$ cat src/rtl/spram_word_ctrl_if.sv
`default_nettype none
// ============================================================================
// Module      : spram_word_ctrl_if
// Description : Requester A/B word ports plus segmented SRAM port for
//               spram_word_ctrl.
// Revision    : 1.0 - initial release
// ============================================================================
interface spram_word_ctrl_if #(
    parameter int ADDR_WIDTH = 11,
    parameter int SEG_WIDTH  = 16,
    parameter int NUM_SEGS   = 8
);
    localparam int WORD_WIDTH = SEG_WIDTH * NUM_SEGS;

    logic                  a_req;
    logic                  a_we;
    logic [ADDR_WIDTH-1:0] a_addr;
    logic [WORD_WIDTH-1:0] a_wdata;
    logic                  a_gnt;
    logic                  a_done;

    logic                  b_req;
    logic                  b_we;
    logic [ADDR_WIDTH-1:0] b_addr;
    logic [WORD_WIDTH-1:0] b_wdata;
    logic                  b_gnt;
    logic                  b_done;

    logic [WORD_WIDTH-1:0] rdata_word;
    logic                  busy;

    logic                  mem_wen;
    logic                  mem_ren;
    logic [ADDR_WIDTH-1:0] mem_addr;
    logic [2:0]            mem_seg_sel;
    logic [SEG_WIDTH-1:0]  mem_wdata;
    logic [SEG_WIDTH-1:0]  mem_rdata;
    logic                  mem_ready;

    modport slave (
        input  a_req, a_we, a_addr, a_wdata,
        output a_gnt, a_done,
        input  b_req, b_we, b_addr, b_wdata,
        output b_gnt, b_done,
        output rdata_word, busy,
        output mem_wen, mem_ren, mem_addr, mem_seg_sel, mem_wdata,
        input  mem_rdata, mem_ready
    );

    modport master (
        output a_req, a_we, a_addr, a_wdata,
        input  a_gnt, a_done,
        output b_req, b_we, b_addr, b_wdata,
        input  b_gnt, b_done,
        input  rdata_word, busy,
        input  mem_wen, mem_ren, mem_addr, mem_seg_sel, mem_wdata,
        output mem_rdata, mem_ready
    );
endinterface
`default_nettype wire

$ cat src/rtl/spram_word_ctrl.sv
`default_nettype none
// ============================================================================
// Module      : spram_word_ctrl
// Description : Round-robin full-word access controller over a 16b-segment
//               single-port SRAM; each word moves as 8 segment accesses.
// Revision    : 1.0 - initial release
// ============================================================================
module spram_word_ctrl #(
    parameter int ADDR_WIDTH = 11,
    parameter int SEG_WIDTH  = 16,
    parameter int NUM_SEGS   = 8
) (
    input  logic             clk,
    input  logic             rst,
    spram_word_ctrl_if.slave bus
);
    localparam int         WORD_WIDTH = SEG_WIDTH * NUM_SEGS;
    localparam logic [2:0] c_LAST_SEG = 3'(NUM_SEGS - 1);

    typedef enum logic [2:0] {
        S_IDLE   = 3'd0,
        S_WRITE  = 3'd1,
        S_READ   = 3'd2,
        S_RDRAIN = 3'd3,
        S_DONE   = 3'd4
    } state_t;

    state_t                r_state;
    state_t                w_state_nxt;
    logic [2:0]            r_seg_cnt;
    logic [2:0]            r_cap_cnt;
    logic                  r_last_gnt_b;
    logic                  r_owner_b;
    logic                  r_op_we;
    logic [ADDR_WIDTH-1:0] r_addr;
    logic [WORD_WIDTH-1:0] r_wdata;
    logic [WORD_WIDTH-1:0] r_rdata_word;

    logic w_win_b;
    logic w_win_we;
    logic w_accept;
    logic w_capture;
    logic w_seg_step;

    // On a tie the requester that did not win last time takes the SRAM.
    assign w_win_b    = bus.b_req & (~bus.a_req | ~r_last_gnt_b);
    assign w_win_we   = w_win_b ? bus.b_we : bus.a_we;
    assign w_capture  = bus.mem_ready & ((r_state == S_READ) | (r_state == S_RDRAIN));
    assign w_seg_step = (r_state == S_WRITE) | (r_state == S_READ);

    assign bus.busy       = (r_state != S_IDLE);
    assign bus.a_done     = (r_state == S_DONE) & ~r_owner_b;
    assign bus.b_done     = (r_state == S_DONE) &  r_owner_b;
    assign bus.rdata_word = r_rdata_word;

    always_ff @(posedge clk) begin
        if (rst) begin
            r_state      <= S_IDLE;
            r_seg_cnt    <= 3'd0;
            r_cap_cnt    <= 3'd0;
            r_last_gnt_b <= 1'b1;
            r_owner_b    <= 1'b0;
            r_op_we      <= 1'b0;
            r_addr       <= '0;
            r_wdata      <= '0;
            r_rdata_word <= '0;
        end else begin
            r_state <= w_state_nxt;
            if (w_accept) begin
                r_owner_b    <= w_win_b;
                r_last_gnt_b <= w_win_b;
                r_op_we      <= w_win_we;
                r_addr       <= w_win_b ? bus.b_addr  : bus.a_addr;
                r_wdata      <= w_win_b ? bus.b_wdata : bus.a_wdata;
            end
            if (w_seg_step) begin
                r_seg_cnt <= r_seg_cnt + 3'd1;
            end
            if (w_capture) begin
                r_rdata_word[int'(r_cap_cnt) * SEG_WIDTH +: SEG_WIDTH] <= bus.mem_rdata;
                r_cap_cnt <= r_cap_cnt + 3'd1;
            end
        end
    end

    always_comb begin
        w_state_nxt     = r_state;
        w_accept        = 1'b0;
        bus.a_gnt       = 1'b0;
        bus.b_gnt       = 1'b0;
        bus.mem_wen     = 1'b0;
        bus.mem_ren     = 1'b0;
        bus.mem_addr    = '0;
        bus.mem_seg_sel = 3'd0;
        bus.mem_wdata   = '0;
        case (r_state)
            S_IDLE: begin
                // A grant during reset would be discarded, so none is given.
                if (!rst && (bus.a_req || bus.b_req)) begin
                    w_accept    = 1'b1;
                    bus.a_gnt   = ~w_win_b;
                    bus.b_gnt   = w_win_b;
                    w_state_nxt = w_win_we ? S_WRITE : S_READ;
                end
            end
            S_WRITE: begin
                bus.mem_wen     = 1'b1;
                bus.mem_addr    = r_addr;
                bus.mem_seg_sel = r_seg_cnt;
                bus.mem_wdata   = r_wdata[int'(r_seg_cnt) * SEG_WIDTH +: SEG_WIDTH];
                if (r_seg_cnt == c_LAST_SEG) begin
                    w_state_nxt = S_DONE;
                end
            end
            S_READ: begin
                bus.mem_ren     = 1'b1;
                bus.mem_addr    = r_addr;
                bus.mem_seg_sel = r_seg_cnt;
                if (r_seg_cnt == c_LAST_SEG) begin
                    w_state_nxt = S_RDRAIN;
                end
            end
            S_RDRAIN: begin
                if (w_capture && (r_cap_cnt == c_LAST_SEG)) begin
                    w_state_nxt = S_DONE;
                end
            end
            S_DONE: begin
                w_state_nxt = S_IDLE;
            end
            default: begin
                w_state_nxt = S_IDLE;
            end
        endcase
    end

endmodule
`default_nettype wire

$ cat src/flat_wrapper.sv
// flat-port wrapper written by rule: the top's interface ports become plain ports
module spram_word_ctrl_flat 
#(
    parameter int ADDR_WIDTH = 11,
    parameter int SEG_WIDTH  = 16,
    parameter int NUM_SEGS   = 8
)
  (clk, rst, bus_a_req, bus_a_we, bus_a_addr, bus_a_wdata, bus_a_gnt, bus_a_done, bus_b_req, bus_b_we, bus_b_addr, bus_b_wdata, bus_b_gnt, bus_b_done, bus_rdata_word, bus_busy, bus_mem_wen, bus_mem_ren, bus_mem_addr, bus_mem_seg_sel, bus_mem_wdata, bus_mem_rdata, bus_mem_ready);
  spram_word_ctrl_if #(.ADDR_WIDTH(ADDR_WIDTH), .SEG_WIDTH(SEG_WIDTH), .NUM_SEGS(NUM_SEGS)) bus_i ();
  input  logic clk;
  input  logic rst;
  input wire logic [$bits(bus_i.a_req)-1:0] bus_a_req;
  input wire logic [$bits(bus_i.a_we)-1:0] bus_a_we;
  input wire logic [$bits(bus_i.a_addr)-1:0] bus_a_addr;
  input wire logic [$bits(bus_i.a_wdata)-1:0] bus_a_wdata;
  output wire logic [$bits(bus_i.a_gnt)-1:0] bus_a_gnt;
  output wire logic [$bits(bus_i.a_done)-1:0] bus_a_done;
  input wire logic [$bits(bus_i.b_req)-1:0] bus_b_req;
  input wire logic [$bits(bus_i.b_we)-1:0] bus_b_we;
  input wire logic [$bits(bus_i.b_addr)-1:0] bus_b_addr;
  input wire logic [$bits(bus_i.b_wdata)-1:0] bus_b_wdata;
  output wire logic [$bits(bus_i.b_gnt)-1:0] bus_b_gnt;
  output wire logic [$bits(bus_i.b_done)-1:0] bus_b_done;
  output wire logic [$bits(bus_i.rdata_word)-1:0] bus_rdata_word;
  output wire logic [$bits(bus_i.busy)-1:0] bus_busy;
  output wire logic [$bits(bus_i.mem_wen)-1:0] bus_mem_wen;
  output wire logic [$bits(bus_i.mem_ren)-1:0] bus_mem_ren;
  output wire logic [$bits(bus_i.mem_addr)-1:0] bus_mem_addr;
  output wire logic [$bits(bus_i.mem_seg_sel)-1:0] bus_mem_seg_sel;
  output wire logic [$bits(bus_i.mem_wdata)-1:0] bus_mem_wdata;
  input wire logic [$bits(bus_i.mem_rdata)-1:0] bus_mem_rdata;
  input wire logic [$bits(bus_i.mem_ready)-1:0] bus_mem_ready;
  assign bus_i.a_req = bus_a_req;
  assign bus_i.a_we = bus_a_we;
  assign bus_i.a_addr = bus_a_addr;
  assign bus_i.a_wdata = bus_a_wdata;
  assign bus_a_gnt = bus_i.a_gnt;
  assign bus_a_done = bus_i.a_done;
  assign bus_i.b_req = bus_b_req;
  assign bus_i.b_we = bus_b_we;
  assign bus_i.b_addr = bus_b_addr;
  assign bus_i.b_wdata = bus_b_wdata;
  assign bus_b_gnt = bus_i.b_gnt;
  assign bus_b_done = bus_i.b_done;
  assign bus_rdata_word = bus_i.rdata_word;
  assign bus_busy = bus_i.busy;
  assign bus_mem_wen = bus_i.mem_wen;
  assign bus_mem_ren = bus_i.mem_ren;
  assign bus_mem_addr = bus_i.mem_addr;
  assign bus_mem_seg_sel = bus_i.mem_seg_sel;
  assign bus_mem_wdata = bus_i.mem_wdata;
  assign bus_i.mem_rdata = bus_mem_rdata;
  assign bus_i.mem_ready = bus_mem_ready;
  spram_word_ctrl #(.ADDR_WIDTH(ADDR_WIDTH), .SEG_WIDTH(SEG_WIDTH), .NUM_SEGS(NUM_SEGS)) u_core (.clk(clk), .rst(rst), .bus(bus_i));
endmodule
$ cat config.mk
export PLATFORM = sky130hd
export DESIGN_NAME = spram_word_ctrl_flat
export DESIGN_NICKNAME = d
export VERILOG_FILES = /design/src/rtl/spram_word_ctrl_if.sv /design/src/rtl/spram_word_ctrl.sv /design/src/flat_wrapper.sv
export SDC_FILE = /design/constraint.sdc
export NUM_CORES = 1
export LEC_CHECK = 0
export ABC_AREA = 1
export CAP_MARGIN = 40
export CELL_PAD_IN_SITES_DETAIL_PLACEMENT = 0
export CELL_PAD_IN_SITES_GLOBAL_PLACEMENT = 1
export CORE_ASPECT_RATIO = 1.5
export CORE_MARGIN = 4
export CORE_UTILIZATION = 30
export DETAILED_ROUTE_END_ITERATION = 8
export GPL_TIMING_DRIVEN = 0
export PLACE_DENSITY_LB_ADDON = 0.1
export SYNTH_ARGS = -nofsm -noshare
export SYNTH_HDL_FRONTEND = slang
export SYNTH_SLANG_ARGS = --single-unit
$ cat constraint.sdc
create_clock -name clk -period 2.5 [get_ports clk]
set_clock_uncertainty 0.05 [all_clocks]
set_input_delay 0.75 -clock clk [delete_from_list [all_inputs] [get_ports clk]]
set_output_delay 0.75 -clock clk [all_outputs]
set_load 0.01 [all_outputs]
---- After elaboration in Yosys (flattened, before gate mapping) ----
Index checks and enable logic that the tools add are counted.
word-level totals
  register bits after elaboration ......... 278
  output and inout bits ................... 165
operators by class
  add/sub/neg operators ................... 3
  equal/unequal tests ..................... 10
  shift operators ......................... 3
  muxes and demuxes ....................... 21
  bitwise logic cells ..................... 11
  reductions and logical operators ........ 8
operators by type and width
  operator                                                  count
  bitwise mux 128 bit                                       1
  2-to-1 mux 128 bit                                        1
  variable shift 16 x 33 -> 128 bit (first input constant)  1
  variable part select 128 x 8 -> 16 bit                    1
  variable part select 16 x 33 -> 128 bit                   1
  negator 7 -> 33 bit                                       1
  2-to-1 mux 11 bit                                         2
  2-to-1 mux 16 bit                                         1
  2-to-1 mux 3 bit                                          5
  one-hot mux 3 bit (4 select lines)                        1
  equality test 3 bit (second input constant)               3
  2-to-1 mux 1 bit                                          9
  adder 3 x 1 -> 3 bit (second input constant)              2
  equality test 3 x 2 -> 1 bit (second input constant)      2
  inequality test 2 bit (second input constant)             3
  bitwise AND 1 bit                                         4
  inverter 1 bit                                            4
  AND reduction 4 bit                                       1
  equality test 3 x 1 -> 1 bit (second input constant)      1
  logical NOT 3 bit                                         1
  bitwise OR 1 bit                                          3
  nonzero test 3 bit                                        1
  logical AND 1 bit                                         2
  2-to-1 mux 2 bit                                          1
  4 further kinds                                           4

---- Longest topological paths before layout ----
Gate-level depths: netlist of the first run.
  depth after elaboration ................. 7
  mapped depth ............................ 12
  mapped depth without buffers ............ 10

---- Least setup slack after synthesis of the first run ----
OpenSTA, ideal clock, no wires.
  path type ............................... input -> output
  start ................................... input port rst
  end ..................................... output port bus_b_gnt
  data arrival time ....................... 1.660 ns
  slack ................................... 0.040 ns
  stages .................................. 8
  buffers on the path ..................... 3
  cells stage by stage .................... buf_2 > inv_1 > o21ai_2 > nor2_4 > buf_6 > buf_2 > nand2_1 > inv_1
on the way
  longest elaborated chain between the ends .. 4
ends and longest elaborated chain
  what               RTL line               text
  start, declared    flat_wrapper.sv:11     input logic rst;
  logical NOT 1 bit  spram_word_ctrl.sv:99  if (!rst && (bus.a_req || bus.b_req)) begin
  logical AND 1 bit  spram_word_ctrl.sv:99
  2-to-1 mux 1 bit   spram_word_ctrl.sv:99
  2-to-1 mux 1 bit   spram_word_ctrl.sv:96  case (r_state)
  end, declared      flat_wrapper.sv:22     output wire logic [$bits(bus_i.b_gnt)-1:0] bus_b_gnt;
No other way between the ends.

---- Final worst setup path of the first run ----
  start ................................... register u_core.r_seg_cnt[0]
  end ..................................... output port bus_mem_wdata[4]
on the way
  longest elaborated chain between the ends .. 2
ends and longest elaborated chain
  what                                    RTL line                text
  start, declared                         spram_word_ctrl.sv:30   logic [2:0] r_seg_cnt;
  start signal, assigned                  spram_word_ctrl.sv:77   r_seg_cnt <= r_seg_cnt + 3'd1;
  variable part select 128 x 8 -> 16 bit  spram_word_ctrl.sv:110  bus.mem_wdata = r_wdata[int'(r_seg_cnt) * SEG_WIDTH +: SEG_WIDTH];
  2-to-1 mux 16 bit                       spram_word_ctrl.sv:96
  end, declared                           flat_wrapper.sv:30      output wire logic [$bits(bus_i.mem_wdata)-1:0] bus_mem_wdata;
No other way between the ends.

==> key figures, run 1 <==
Logic synthesis
  • Netlist Area Pre-Place: 13,600 µm²
  • Syn_nets: 2,504
  • Share of the synthesized area in the top cell type: 40.8%
  • Syn_area_per_cell: 6.21 µm²
  • Register area share after synthesis: 40.8%
  • Top cells by area, synth: dfxtp_1 41%, nand2_1 24%, nor2_1 10%
  • Mapped Cells: 2,196
  • Post-synth cell types: 30
  • Top cell type by total area after synthesis: dfxtp_1
  • #FFs+latches synth: 278
  • Syn. warnings: 0

Clock tree
  • Clock Latency Late Sink: 550 ps
  • H-tree depth: 1
  • Root buffer cell: clkbuf_16
  • Clock sinks: 278
  • Clock Tree Buf Depth: 3
  • CTS buffer count: 28
  • CTS tree: yes
  • Clk pin slew, worst setup/hold paths: 60 ps

Placement
  • Post-DP HPWL: 49,100 µm
  • Pre-CTS setup slack: -1380 ps
  • # port buffers: 464
  • GP Congestion: 0.896
  • Dpl cells: 3,242

Pwr
  • Combinational share of power: 40.2%
  • Worst IR drop on VDD: 0.511 mV
  • P_leak: 8.89 nW
  • Seq pwr share: 32.5%
  • Power consumption: 16.4 mW
  • Sw frac: 37.8%
  • Clk network pwr share: 27.4%
  • Sw Pwr: 6.18 mW
  • Power per cell area: 792 nW/µm²
  • Int Pwr: 10.2 mW

Global route
  • Initial antenna violation count: 3
  • Overflow after GRT: 0
  • Largest net degree at the start of global routing: 19
  • Tot GR Track Use: 23.3%
  • Vias in the first global route: 15,300
  • First-pass GRT wire length: 89,400 µm

STA
  • Fmax achieved: 0.346 GHz
  • Final hold vios: 0
  • Measured slew at the worst slew-check pin: 747 ps
  • Min Hold Slack: 411 ps
  • RSZ-0062 raised after global routing: yes
  • Worst setup margin: -391 ps
  • Min Clock Period, post-route: 2890 ps
  • Max-slew violation count: 0
  • Tcrit/Tclk final: 116%
  • Final Setup Violations: 19
  • Slew margin rel.: 50.2%

Floorplan
  • IO Count: 466
  • Starting density of the core: 30.3%
  • Die height: 269 µm
  • Die area: 49,000 µm²
  • Die Wd: 182 µm
  • # rows: 95
  • CORE AREA: 44,900 µm²

Layout
  • Non-Filler Instances: 3,311
  • # nets final: 3,015
  • Commonest non-fill, non-tap cell in the layout: nand2_1
  • # fillers: 4,775
  • Syn-to-layout area delta: 51.5%
  • Fraction of layout cells with a size suffix above 1: 10.4%
  • Most frequent cells in the layout: 882 x nand2_1, 425 x clkdlybuf4s50_1, 334 x nor2_1

Detailed routing
  • First-pass DRT Iterations: 4
  • Initial DRC count: 712
  • Wire per inst: 18.3 µm
  • Vias/cell: 4.65
  • Via count: 15,400
  • DRT antenna net count: 0
  • DRT Wirelength: 60,600 µm
  • Drt drc: 0

Critical path
  • Slowest-stage cell, CP: dfxtp_4
  • Setup crit start: u_core.r_seg_cnt[0]
  • Crit. End Element: primary output
  • Critical path type: flop to primary output
  • Crit path cell chain: inv_4 > clkbuf_16 > clkbuf_16 > nor2_2 > o211ai_1 > nand2_1 > nor2_2 > buf_2
  • CP Data Arrival Time: 2090 ps
  • Max incr delay on CP: 370 ps
  • CP Data Required Time: 1700 ps
  • CP Max Fanout: 7
  • Crit path launch type: flop
  • R2r startpoint: u_core.r_cap_cnt[0]

Run
  • Maxcap violations: 0

Run status
  • Outcome: complete, but fails checks
  • Failing checks: negative setup slack

Hold path
  • Worst Hold Launch: u_core.r_wdata[109]
  • Worst hold path type: flop to flop
[final timing paths]
check,end,slack (ps),cells after the start
worst max-delay path,bus_mem_wdata[4],-390,8
worst min register to register,u_core.r_wdata[109],410,2
worst max register to register,u_core.bus.rdata_word[120],180,10
worst min-delay path,u_core.r_wdata[109],410,2
[power by group through the flow]
stage	Combinational, mW	Sequential (mW)	Clock [mW]
after detailed placement	5.59	5.34	0
after global routing	7.17	5.36	4.75
after CTS	6.41	5.30	4.59
after floorplan	3.26	5.21	0
final	6.57	5.32	4.48
after global placement	5.59	5.33	0
[critical path, delay by kind of cell, from the launching register on]
family          cells  cell delay, ps
compound gates      1             300
simple gates        3             330
buf+inv             4             510
flops               1             370
[layout make-up]
type	count	area, µm²	share of cell area [%]
diodes	2	5.00	0.0242
plain buffers	139	846	4.09
clock buffers	40	847	4.10
clock inverters	10	134	0.648
inverters	106	438	2.12
multi-input cells	1667	7270	35.2
flip-flops and latches	278	5590	27.0
well taps	582	728	3.52
repair buffers	487	4800	23.2
[kinds of logic (layout without fill, tap and decap cells)]
family,Yosys count,after routing,share of synthesized area (%)
adders and majority gates,7,7,0.642
DFF,278,278,40.8
buffers and inverters,251,782,7.75
and+or+nand+nor,1310,1310,37.1
AOI/OAI and AO/OA,350,350,13.6
other,0,2,0
[state kept, by name, summed over array words and instances (netlist names)]
| signal | flops |
|---|---|
| u_core.r_seg_cnt | 3 |
| u_core.r_wdata | 128 |
| u_core.r_state | 3 |
| u_core.r_cap_cnt | 3 |
| u_core.r_owner_b | 1 |
| u_core.r_addr | 11 |
| u_core.bus.rdata_word | 128 |
| u_core.r_last_gnt_b | 1 |
[cells in the mapped netlist]
master    instances
o21ai_2           1
nand4_1           1
nand2_2           3
o21ai_1          19
nor2_4            4
inv_2             7
nand3b_1          2
clkbuf_1         67
buf_6             3
a21oi_1         175
o21ai_0         105
a211oi_1          1
buf_2            65
o211ai_1         17
clkinv_1          2
dfxtp_1         278
nor3_4            2
o22ai_1          16
nor3_2            1
buf_1             7
nand3_1          27
nor3_1            5
nor2_2            4
buf_4             3
nand3_2           3
inv_1            97
o21a_1           16
ha_1              7
nand2_1         886
nor2_1          372
[metal layers]
layer	global-route usage, %	up-vias	part of all wire (%)
li1	-	7877	-
met2	46.2	459	55
met3	3.22	98	4.8
met5	0	-	0.021
met4	6.94	2	3.2
met1	25.2	6947	37
[metrics by stage]
step,util [%],setup TNS [ps],cell area (µm²)
floorplan,-,0,13600
global placement,42.3,-72750,19000
detailed placement,42.3,-76470,19000
CTS,45.7,-6140,20500
global route,46.0,-6290,20700
finish,46.0,-4870,20700
[what timing repair did]
| action | CTS | global route |
|---|---|---|
| pin swaps | 42 | 37 |
| setup endpoints to repair | 59 | 84 |
| resized for setup | 311 | 72 |
| hold buffers | 0 | 0 |
| setup buffers | 16 | 2 |
| gates cloned | 4 | 1 |
Power figures use the tool's default switching activity.
==> inputs of run 2 (changes only) <==
Settings changed: ABC_AREA 1 to default, CTS_CLUSTER_DIAMETER from default to 40.
==> run 2 against run 1 <==
Compared with the run above:
- the run still ends with negative setup slack left
- setup slack got worse by 120 ps
- total power fell by 16%
- die area fell by 4.0%
- wire length rose by 1.3%
- sequential share of layout area fell by 0.063 points
- fmax fell by 3.9%
- sequential power fell by 7.1%
- core utilization rose by 2.0 points
- sequential cell count did not move
- clock power rose by 27%
- largest cell class unchanged
- highest routed layer unchanged
==> key figures, run 2 <==
Critical path
  • CP Data Required Time: 1700 ps (about the same)
  • Crit path launch type: flop (unchanged)
  • Critical path type: flop to primary output (unchanged)
  • CP Data Arrival Time: 2210 ps (was 2090 ps)
  • CP Max Fanout: 6 (was 7)
  • Crit. End Element: primary output (unchanged)

Detailed routing
  • DRT Wirelength: 61,400 µm (was 60,600 µm)
  • Wire per inst: 23.2 µm (was 18.3 µm)
  • First-pass DRT Iterations: 4 (unchanged)
  • DRT antenna net count: 0 (unchanged)
  • Drt drc: 0 (unchanged)
  • Vias/cell: 5.14 (was 4.65)
  • Via count: 13,600 (was 15,400)
  • Initial DRC count: 594 (was 712)

STA
  • Tcrit/Tclk final: 120% (was 116%)
  • RSZ-0062 raised after global routing: yes (unchanged)
  • Final hold vios: 0 (unchanged)
  • Min Clock Period, post-route: 3010 ps (was 2890 ps)
  • Final Setup Violations: 32 (was 19)
  • Worst setup margin: -507 ps (was -391 ps)
  • Measured slew at the worst slew-check pin: 822 ps (was 747 ps)
  • Fmax achieved: 0.333 GHz (was 0.346 GHz)
  • Max-slew violation count: 0 (unchanged)
  • Min Hold Slack: 407 ps (was 411 ps)
  • Slew margin rel.: 44.4% (was 50.2%)

Layout
  • Syn-to-layout area delta: 58.2% (was 51.5%)
  • Design area: 20,700 µm² (about the same)
  • Fraction of layout cells with a size suffix above 1: 14.6% (was 10.4%)
  • # fillers: 4,271 (was 4,775)
  • Final Util: 48.0% (was 46.0%)
  • Commonest non-fill, non-tap cell in the layout: nand2_1 (unchanged)
  • # nets final: 2,344 (was 3,015)
  • Most frequent cells in the layout: 434 x nand2_1, 425 x clkdlybuf4s50_1, 273 x dfxtp_1 (was 882 x nand2_1, 425 x clkdlybuf4s50_1, 334 x nor2_1)

Logic synthesis
  • Top cells by area, synth: dfxtp_1 43%, nand2_1 13%, a311oi_1 9.3% (was dfxtp_1 41%, nand2_1 24%, nor2_1 10%)
  • Netlist Area Pre-Place: 13,100 µm² (was 13,600 µm²)
  • Mapped Cells: 1,489 (was 2,196)
  • Commonest cells post-synth: 435 x nand2_1, 278 x dfxtp_1, 148 x a21oi_1 (was 886 x nand2_1, 372 x nor2_1, 278 x dfxtp_1)
  • Syn_nets: 1,797 (was 2,504)
  • EDFF count, synth: 0 (unchanged)
  • #FFs+latches synth: 278 (unchanged)
  • Ys flop type: dfxtp_1 (unchanged)
  • Async set-reset flop share out of synthesis: 0% (unchanged)
  • Syn. warnings: 0 (unchanged)
  • Count leader, synth: nand2_1 (unchanged)
  • Top cell type by total area after synthesis: dfxtp_1 (unchanged)
  • Post-synth cell types: 55 (was 30)
  • Share of the synthesized area in the top cell type: 42.6% (was 40.8%)
  • Syn_area_per_cell: 8.77 µm² (was 6.21 µm²)
  • Register area share after synthesis: 42.6% (was 40.8%)

Floorplan
  • # rows: 93 (was 95)
  • Die height: 264 µm (was 269 µm)
  • CORE AREA: 43,100 µm² (was 44,900 µm²)
  • IO Count: 466 (unchanged)
  • Starting density of the core: 30.3% (about the same)
  • Die area: 47,000 µm² (was 49,000 µm²)
  • Die Wd: 178 µm (was 182 µm)

Clock tree
  • Clock Tree Buf Depth: 3 (unchanged)
  • H-tree depth: 2 (was 1)
  • Post-CTS Hold Fix Bufs: 0 (unchanged)
  • Clock sinks: 278 (unchanged)
  • Root buffer cell: clkbuf_16 (unchanged)
  • CTS buffer count: 39 (was 28)
  • CTS tree: yes (unchanged)
  • Clk pin slew, worst setup/hold paths: 60 ps (about the same)
  • Clock Latency Late Sink: 530 ps (was 550 ps)

Pwr
  • Worst IR drop on VDD: 0.369 mV (was 0.511 mV)
  • Power per cell area: 662 nW/µm² (was 792 nW/µm²)
  • Power consumption: 13.7 mW (was 16.4 mW)
  • P_leak: 7.94 nW (was 8.89 nW)

Global route
  • Largest net degree at the start of global routing: 14 (was 19)
  • Tot GR Track Use: 25.2% (was 23.3%)
  • Vias in the first global route: 14,500 (was 15,300)
  • Overflow after GRT: 0 (unchanged)
  • Initial antenna violation count: 13 (was 3)
  • First-pass GRT wire length: 89,200 µm (was 89,400 µm)

Placement
  • Post-DP HPWL: 49,000 µm (was 49,100 µm)
  • Cell Area, Placed: 18,400 µm² (was 19,000 µm²)
  • # port buffers: 465 (was 464)
  • GP Congestion: 0.898 (was 0.896)

Run
  • Maxcap violations: 0 (unchanged)

Run status
  • Outcome: complete, but fails checks (unchanged)
  • Failing checks: negative setup slack (unchanged)

Hold path
  • Worst hold path type: flop to flop (unchanged)
-- run 2: power breakdown --
| part | internal (mW) | switching (mW) |
|---|---|---|
| logic | 1.50 | 1.57 |
| clock network | 3.48 | 2.20 |
| registers | 4.73 | 0.216 |
-- run 2: timing repair --
action	in CTS	in global routing
setup endpoints to repair	263	198
gates resized for setup	291	69
cloned	2	0
setup buffers	35	11
pin swaps	18	10
-- run 2: final cells by class --
cell class                 count  area [µm²]  area share, %
antenna                        9        22.5          0.109
buffer                       150         870           4.21
clock buffer                  50        1110           5.37
clock inverter                20         214           1.04
inverter                       7        32.5          0.157
multi-input combinational   1046        7010           33.9
sequential                   278        5580           27.0
tap                          570         713           3.45
timing repair buffer         514        5120           24.8
-- run 2: worst paths after layout --
kind | to | from | slack [ps] | depth (start not counted)
worst max-delay path | bus_mem_wdata[7] | u_core.r_seg_cnt[0] | -510 | 6
worst min-delay path | u_core.bus.rdata_word[41] | u_core.bus.rdata_word[41] | 410 | 2
worst min register to register | u_core.bus.rdata_word[41] | u_core.bus.rdata_word[41] | 410 | 2
worst max register to register | u_core.bus.rdata_word[99] | u_core.r_cap_cnt[0] | 100 | 7
-- run 2: kinds of logic after synthesis --
family / share of synthesized area (%)
adder cells (fa/ha/maj): 0.670
flip-flops: 42.6
XOR/XNOR: 0.134
multiplexers: 13.9
AND/OR/NAND/NOR: 18.0
AO/OA/AOI/OAI: 19.3
buffers and inverters: 5.43
-- run 2: worst max-delay path, cell delays in order, from the launching register on --
cell and delay [ps]:
dfxtp_2 360, buf_12 150, buf_12 140, buf_8 120
mux4_2 560, a22o_1 220, buf_6 130
-- run 2: per-layer routing --
layer | share of wire [%] | track usage, %
met1 | 34 | 25.1
met2 | 55 | 48.9
met3 | 6.3 | 5.73
met4 | 4.1 | 10.1
met5 | 0.042 | 0
-- run 2: through the flow --
step           worst slack, ps  cells  setup TNS [ps]
2_1_floorplan             16.1   1489               0
3_5_place_dp             -1580   2525         -186260
4_1_cts                   -530   2629           -9530
3_3_place_gp             -1610   2524         -179010
6_report                  -507   2644           -8840
5_1_grt                   -536   2644          -10380
==> inputs of run 3 (changes only) <==
Settings changed: CORE_ASPECT_RATIO 1.5 to 1.1.
==> run 3 against run 2 <==
Compared with the run above:
- the flow still finishes with violations (negative setup slack)
- combinational power hardly changed
- non-clock buffer count is 11 higher
- critical path depth is 1 lower
- via count is 1.0% higher
- register-to-register slack hardly changed
- critical endpoint is now bus_mem_wdata[5]
==> key figures, run 3 (same netlist as run 2, synthesis figures left out) <==
Global route
  • Overflow after GRT: 0 (unchanged)
  • Vias in the first global route: 14,000 (was 14,500)
  • Largest net degree at the start of global routing: 13 (was 14)
  • Initial antenna violation count: 7 (was 13)
  • First-pass GRT wire length: 87,400 µm (was 89,200 µm)
  • Tot GR Track Use: 24.8% (was 25.2%)

Floorplan
  • CORE AREA: 42,700 µm² (was 43,100 µm²)
  • Die area: 46,900 µm² (was 47,000 µm²)
  • Starting density of the core: 30.6% (was 30.3%)
  • Die Wd: 207 µm (was 178 µm)
  • Die height: 227 µm (was 264 µm)
  • # rows: 79 (was 93)
  • IO Count: 466 (unchanged)

Placement
  • Post-DP HPWL: 48,300 µm (was 49,000 µm)
  • Cell Area, Placed: 18,400 µm² (about the same)
  • GP Congestion: 0.873 (was 0.898)
  • # port buffers: 465 (unchanged)

Critical path
  • CP Data Arrival Time: 2180 ps (was 2210 ps)
  • CP Data Required Time: 1700 ps (about the same)
  • Crit path launch type: flop (unchanged)
  • CP Max Fanout: 6 (unchanged)
  • Crit. End Element: primary output (unchanged)
  • R2r startpoint: u_core.r_cap_cnt[0] (unchanged)
  • Critical path type: flop to primary output (unchanged)
  • Setup crit start: u_core.r_seg_cnt[0] (unchanged)

STA
  • Slew margin rel.: 52.1% (was 44.4%)
  • Fmax achieved: 0.336 GHz (was 0.333 GHz)
  • Final hold vios: 0 (unchanged)
  • Worst setup margin: -477 ps (was -507 ps)
  • RSZ-0062 raised after global routing: yes (unchanged)
  • Final Setup Violations: 35 (was 32)
  • Tcrit/Tclk final: 119% (was 120%)
  • Measured slew at the worst slew-check pin: 708 ps (was 822 ps)
  • Max-slew violation count: 0 (unchanged)
  • Min Clock Period, post-route: 2980 ps (was 3010 ps)

Pwr
  • P_leak: 8.03 nW (was 7.94 nW)
  • Worst IR drop on VDD: 0.384 mV (was 0.369 mV)
  • Power consumption: 14.0 mW (was 13.7 mW)
  • Power per cell area: 667 nW/µm² (was 662 nW/µm²)

Detailed routing
  • First-pass DRT Iterations: 5 (was 4)
  • Vias/cell: 5.17 (was 5.14)
  • DRT Wirelength: 61,500 µm (was 61,400 µm)
  • DRT antenna net count: 0 (unchanged)
  • Via count: 13,700 (was 13,600)
  • Wire per inst: 23.2 µm (about the same)
  • Drt drc: 0 (unchanged)
  • Initial DRC count: 764 (was 594)

Layout
  • Most frequent cells in the layout: 434 x nand2_1, 425 x clkdlybuf4s50_1, 273 x dfxtp_1 (unchanged)
  • # nets final: 2,358 (was 2,344)
  • Syn-to-layout area delta: 60.2% (was 58.2%)
  • Design area: 20,900 µm² (was 20,700 µm²)
  • Fraction of layout cells with a size suffix above 1: 15.4% (was 14.6%)
  • # fillers: 4,170 (was 4,271)
  • Commonest non-fill, non-tap cell in the layout: nand2_1 (unchanged)

Run status
  • Failing checks: negative setup slack (unchanged)
  • Outcome: complete, but fails checks (unchanged)

Clock tree
  • Clock Latency Late Sink: 540 ps (was 530 ps)
  • CTS buffer count: 42 (was 39)
  • Clk pin slew, worst setup/hold paths: 60 ps (about the same)
  • H-tree depth: 2 (unchanged)
  • Post-CTS Hold Fix Bufs: 0 (unchanged)
  • Clock sinks: 278 (unchanged)
  • Root buffer cell: clkbuf_16 (unchanged)
  • Clock Tree Buf Depth: 3 (unchanged)
  • CTS tree: yes (unchanged)

Run
  • Maxcap violations: 0 (unchanged)

Hold path
  • Worst Hold Launch: u_core.bus.rdata_word[104] (was u_core.bus.rdata_word[41])
  • Worst hold path type: flop to flop (unchanged)
-- run 3: changes by cell type in the layout (fill, tap and decap cells not counted), sizes merged --
| cell | change |
|---|---|
| diode | -4 |
| dlygate4sd2 | +1 |
| clkinv | -2 |
| clkdlybuf4s15 | -1 |
| inv | +3 |
| clkbuf | +7 |
| clkinvlp | +3 |
| buf | +7 |
-- run 3: where the power goes --
part / switching (mW) / total [mW] / internal, mW
clock: 2.25 / 5.93 / 3.69
combinational: 1.55 / 3.06 / 1.51
sequential: 0.230 / 4.96 / 4.73
-- run 3: metal layers --
metal	global-route usage, %	share of wire, %	up-vias
met2	43.1	49	521
met5	0	0.013	-
met1	29.5	39	6523
met4	9.43	3.7	2
met3	6.31	7.6	106
li1	-	-	6574
-- run 3: per-stage QoR --
stage	setup TNS (ps)	util [%]	hold WS, ps	cells	setup slack [ps]
6_report	-8780	49.0	407	2655	-477
2_1_floorplan	0	-	404	1489	16.1
4_1_cts	-9150	48.4	409	2636	-495
3_5_place_dp	-172120	43.2	398	2522	-1350
3_3_place_gp	-177490	43.2	395	2521	-1340
5_1_grt	-11210	49.0	429	2653	-513
-- run 3: worst paths after layout --
check	slack, ps	end	cells past startpoint
hold / removal	410	u_core.bus.rdata_word[104]	2
setup reg to reg	110	u_core.bus.rdata_word[29]	8
setup / recovery	-480	bus_mem_wdata[5]	5
hold reg to reg	410	u_core.bus.rdata_word[104]	2
-- run 3: area by class of cell --
cell class	count	area (µm²)	area share (%)
clock buffers	53	1180	5.62
clock inverters	24	248	1.18
multi-input cells	1046	7030	33.6
repair buffers	523	5270	25.2
diodes	5	12.5	0.0598
flip-flops and latches	278	5570	26.6
plain buffers	152	876	4.18
inverters	7	35.0	0.167
well taps	567	709	3.39
-- run 3: critical path, stage by stage, from the launching register on --
cell	delay, ps
dfxtp_2	350
buf_12	150
buf_12	130
mux4_2	570
a22o_4	300
buf_6	120
-- run 3: what timing repair did --
| item | CTS | global route |
|---|---|---|
| buffers inserted | 38 | 19 |
| pin swaps | 23 | 15 |
| gates cloned | 2 | 0 |
| endpoints found under the setup margin | 189 | 107 |
| resized for setup | 321 | 66 |
==> RTL change, RTL diff (settings of run 1) <==
Make the reset (`rst`) asynchronous in one clocked block.
--- a/src/rtl/spram_word_ctrl.sv
+++ b/src/rtl/spram_word_ctrl.sv
@@ -55,3 +55,3 @@
 
-    always_ff @(posedge clk) begin
+    always_ff @(posedge clk or posedge rst) begin
         if (rst) begin
Behaviour: differs if rst is asserted again (counterexample within 4 cycles, from zero or initial values and one cycle with rst high); with rst held inactive, the same outputs for 4 cycles.
==> RTL change against run 1 <==
- the run still ends with negative setup slack left
- via count fell by 3.1%
- sequential cell count did not move
- routed wire length rose by 0.93%
- worst setup slack got worse by 11 ps
- final area rose by 7.0%
- clock power rose by 2%
- area after synthesis rose by 6.6%
- power rose by 52%
- largest power group unchanged
==> RTL change: results (changes against run 1) <==
Power
  – Cell area power density: 1130 nW/um^2 (+42%)
  – Maximum resistive drop on vdd: 0.652 mV (+28%)

Finish
  – Antenna diode instance count: 6 (+4)
  – Nets: 2910 (-3.5%)
  – Sequential cell area in the final layout: 6960 sq um (+25%)
  – FILL cells: 4827 (+1.1%)
  – Number of signal-net inverters in the final layout: 136 (+28%)
  – Multi-input comb cells: 1511 (-9.4%)
  – Layout cells sized above 1: 0.137 (+0.0331)
  – Number of buffers outside the clock class in the layout: 644 (+2.9%)
  – Multi-input logic portion of the cell area: 0.302 (-0.0496)
  – Number of clock buffers in the layout: 45 (+13%)
  – Clock network contribution to total cell area: 0.0445 (-0.00295)

Timing
  – Worst Hold Margin: 206 ps (-205 ps)
  – Post-route worst setup slack: -401 ps (-10.8 ps)
  – Final Setup Violations: 32 (+13)
  – Total negative slack: -9380 ps (-4500 ps)
  – Pin slew with the least headroom to its limit: 719 ps (-27.8 ps)

Detailed routing
  – DR vias/cell: 4.61 (-0.69%)
  – Mean routed wirelength per cell: 18.9 um (+3.5%)
  – Iteration count of the initial detailed-routing pass: 5 (+1)
  – Final Routed Wirelength: 61200 um (+0.93%)

Place
  – Instance count after placement with tap cells included: 3122 (-3.7%)
  – DP Area: 20100 sq um (+5.9%)
  – Final Wtd Congestion: 0.910 (+1.6%)
  – Port Buffers: 465 (+0.22%)
  – Detailed placement HPWL: 47500 um (-3.2%)

Setup path
  – Maximum fanout count along the critical path: 10 (+3)
  – Reg-to-reg critical path startpoint: u_core.r_cap_cnt[0]
  – Worst setup path start: u_core.r_seg_cnt[0]
  – Worst reg-to-reg path cell count: 11 (+1)
  – Critical-path cell with the highest stage delay: dfrtp_1
  – Max incr delay on CP: 390 ps (+20 ps)

Logic synthesis
  – Dominant cells by area after synthesis: dfrtp_1 48%, nand2_1 27%, o21ai_0 5.8%
  – Most instantiated flip-flop cell in the synthesis netlist: dfrtp_1
  – Post-synth ARST share: 1.00 (+1.00)
  – Share of the yosys chip area belonging to registers: 0.479 (+0.0706)
  – Synthesized netlist net count: 2357 (-5.9%)
  – Fraction of the mapped netlist area in adder cells: 0.00603 (-0.000397)
  – Number of instances in the synthesized netlist: 2049 (-6.7%)
  – Compound-gate portion of the synthesized area: 0.0783 (-0.0582)
  – Most frequent cells after synthesis: 1034 x nand2_1, 277 x dfrtp_1, 168 x o21ai_0

Hold path
  – Min-delay worst type: in2async

CTS
  – Post-CTS Setup Bufs: 28 (+12)
  – Skew-Pair Late Insertion Delay: 570 ps (+20 ps)
  – Number of clock buffers inserted by TritonCTS: 31 (+11%)

GRT
  – All-Layer GR Usage: 0.226 (-0.00747)
  – Number of global-route vias before repair: 15500 (+1.4%)
  – Antenna violations before repair: 13 (+10)
  – Wire length of the first global-routing pass: 91700 um (+2.6%)
  – Pin count of the biggest net entering global routing: 39 (+20)

Run status
  – Result of the run: complete, but fails checks
  – Violated checks: negative setup slack

Floorplanning
  – Die Area: 52100 sq um (+6.3%)
[RTL change: cell types whose count changed after synthesis, moves of 16 or more]
| cell | run 1 | this run |
|---|---|---|
| dfxtp_1 | 278 | 0 |
| dfrtp_1 | 0 | 277 |
| nor2_1 | 372 | 119 |
| a21oi_1 | 175 | 1 |
| nand2_1 | 886 | 1034 |
| nand3_1 | 27 | 106 |
| o21ai_0 | 105 | 168 |
| clkbuf_1 | 67 | 35 |
| inv_1 | 97 | 127 |
| o21a_1 | 16 | 0 |
| o22ai_1 | 16 | 0 |
[RTL change: routing by layer]
metal  routed length [um]  GRT usage  part of all wire
met4                 2280     0.0829             0.037
met5                   90          0            0.0015
met1                22300      0.241              0.36
met2                32300      0.420              0.53
met3                 4200     0.0652             0.069
[RTL change: power by group]
| group | internal (mW) | switching [mW] | leakage [nW] | total [mW] |
|---|---|---|---|---|
| clock | 2.65 | 1.93 | 0.469 | 4.58 |
| combinational | 5.36 | 7.73 | 6.96 | 13.1 |
| sequential | 6.31 | 0.906 | 3.61 | 7.22 |
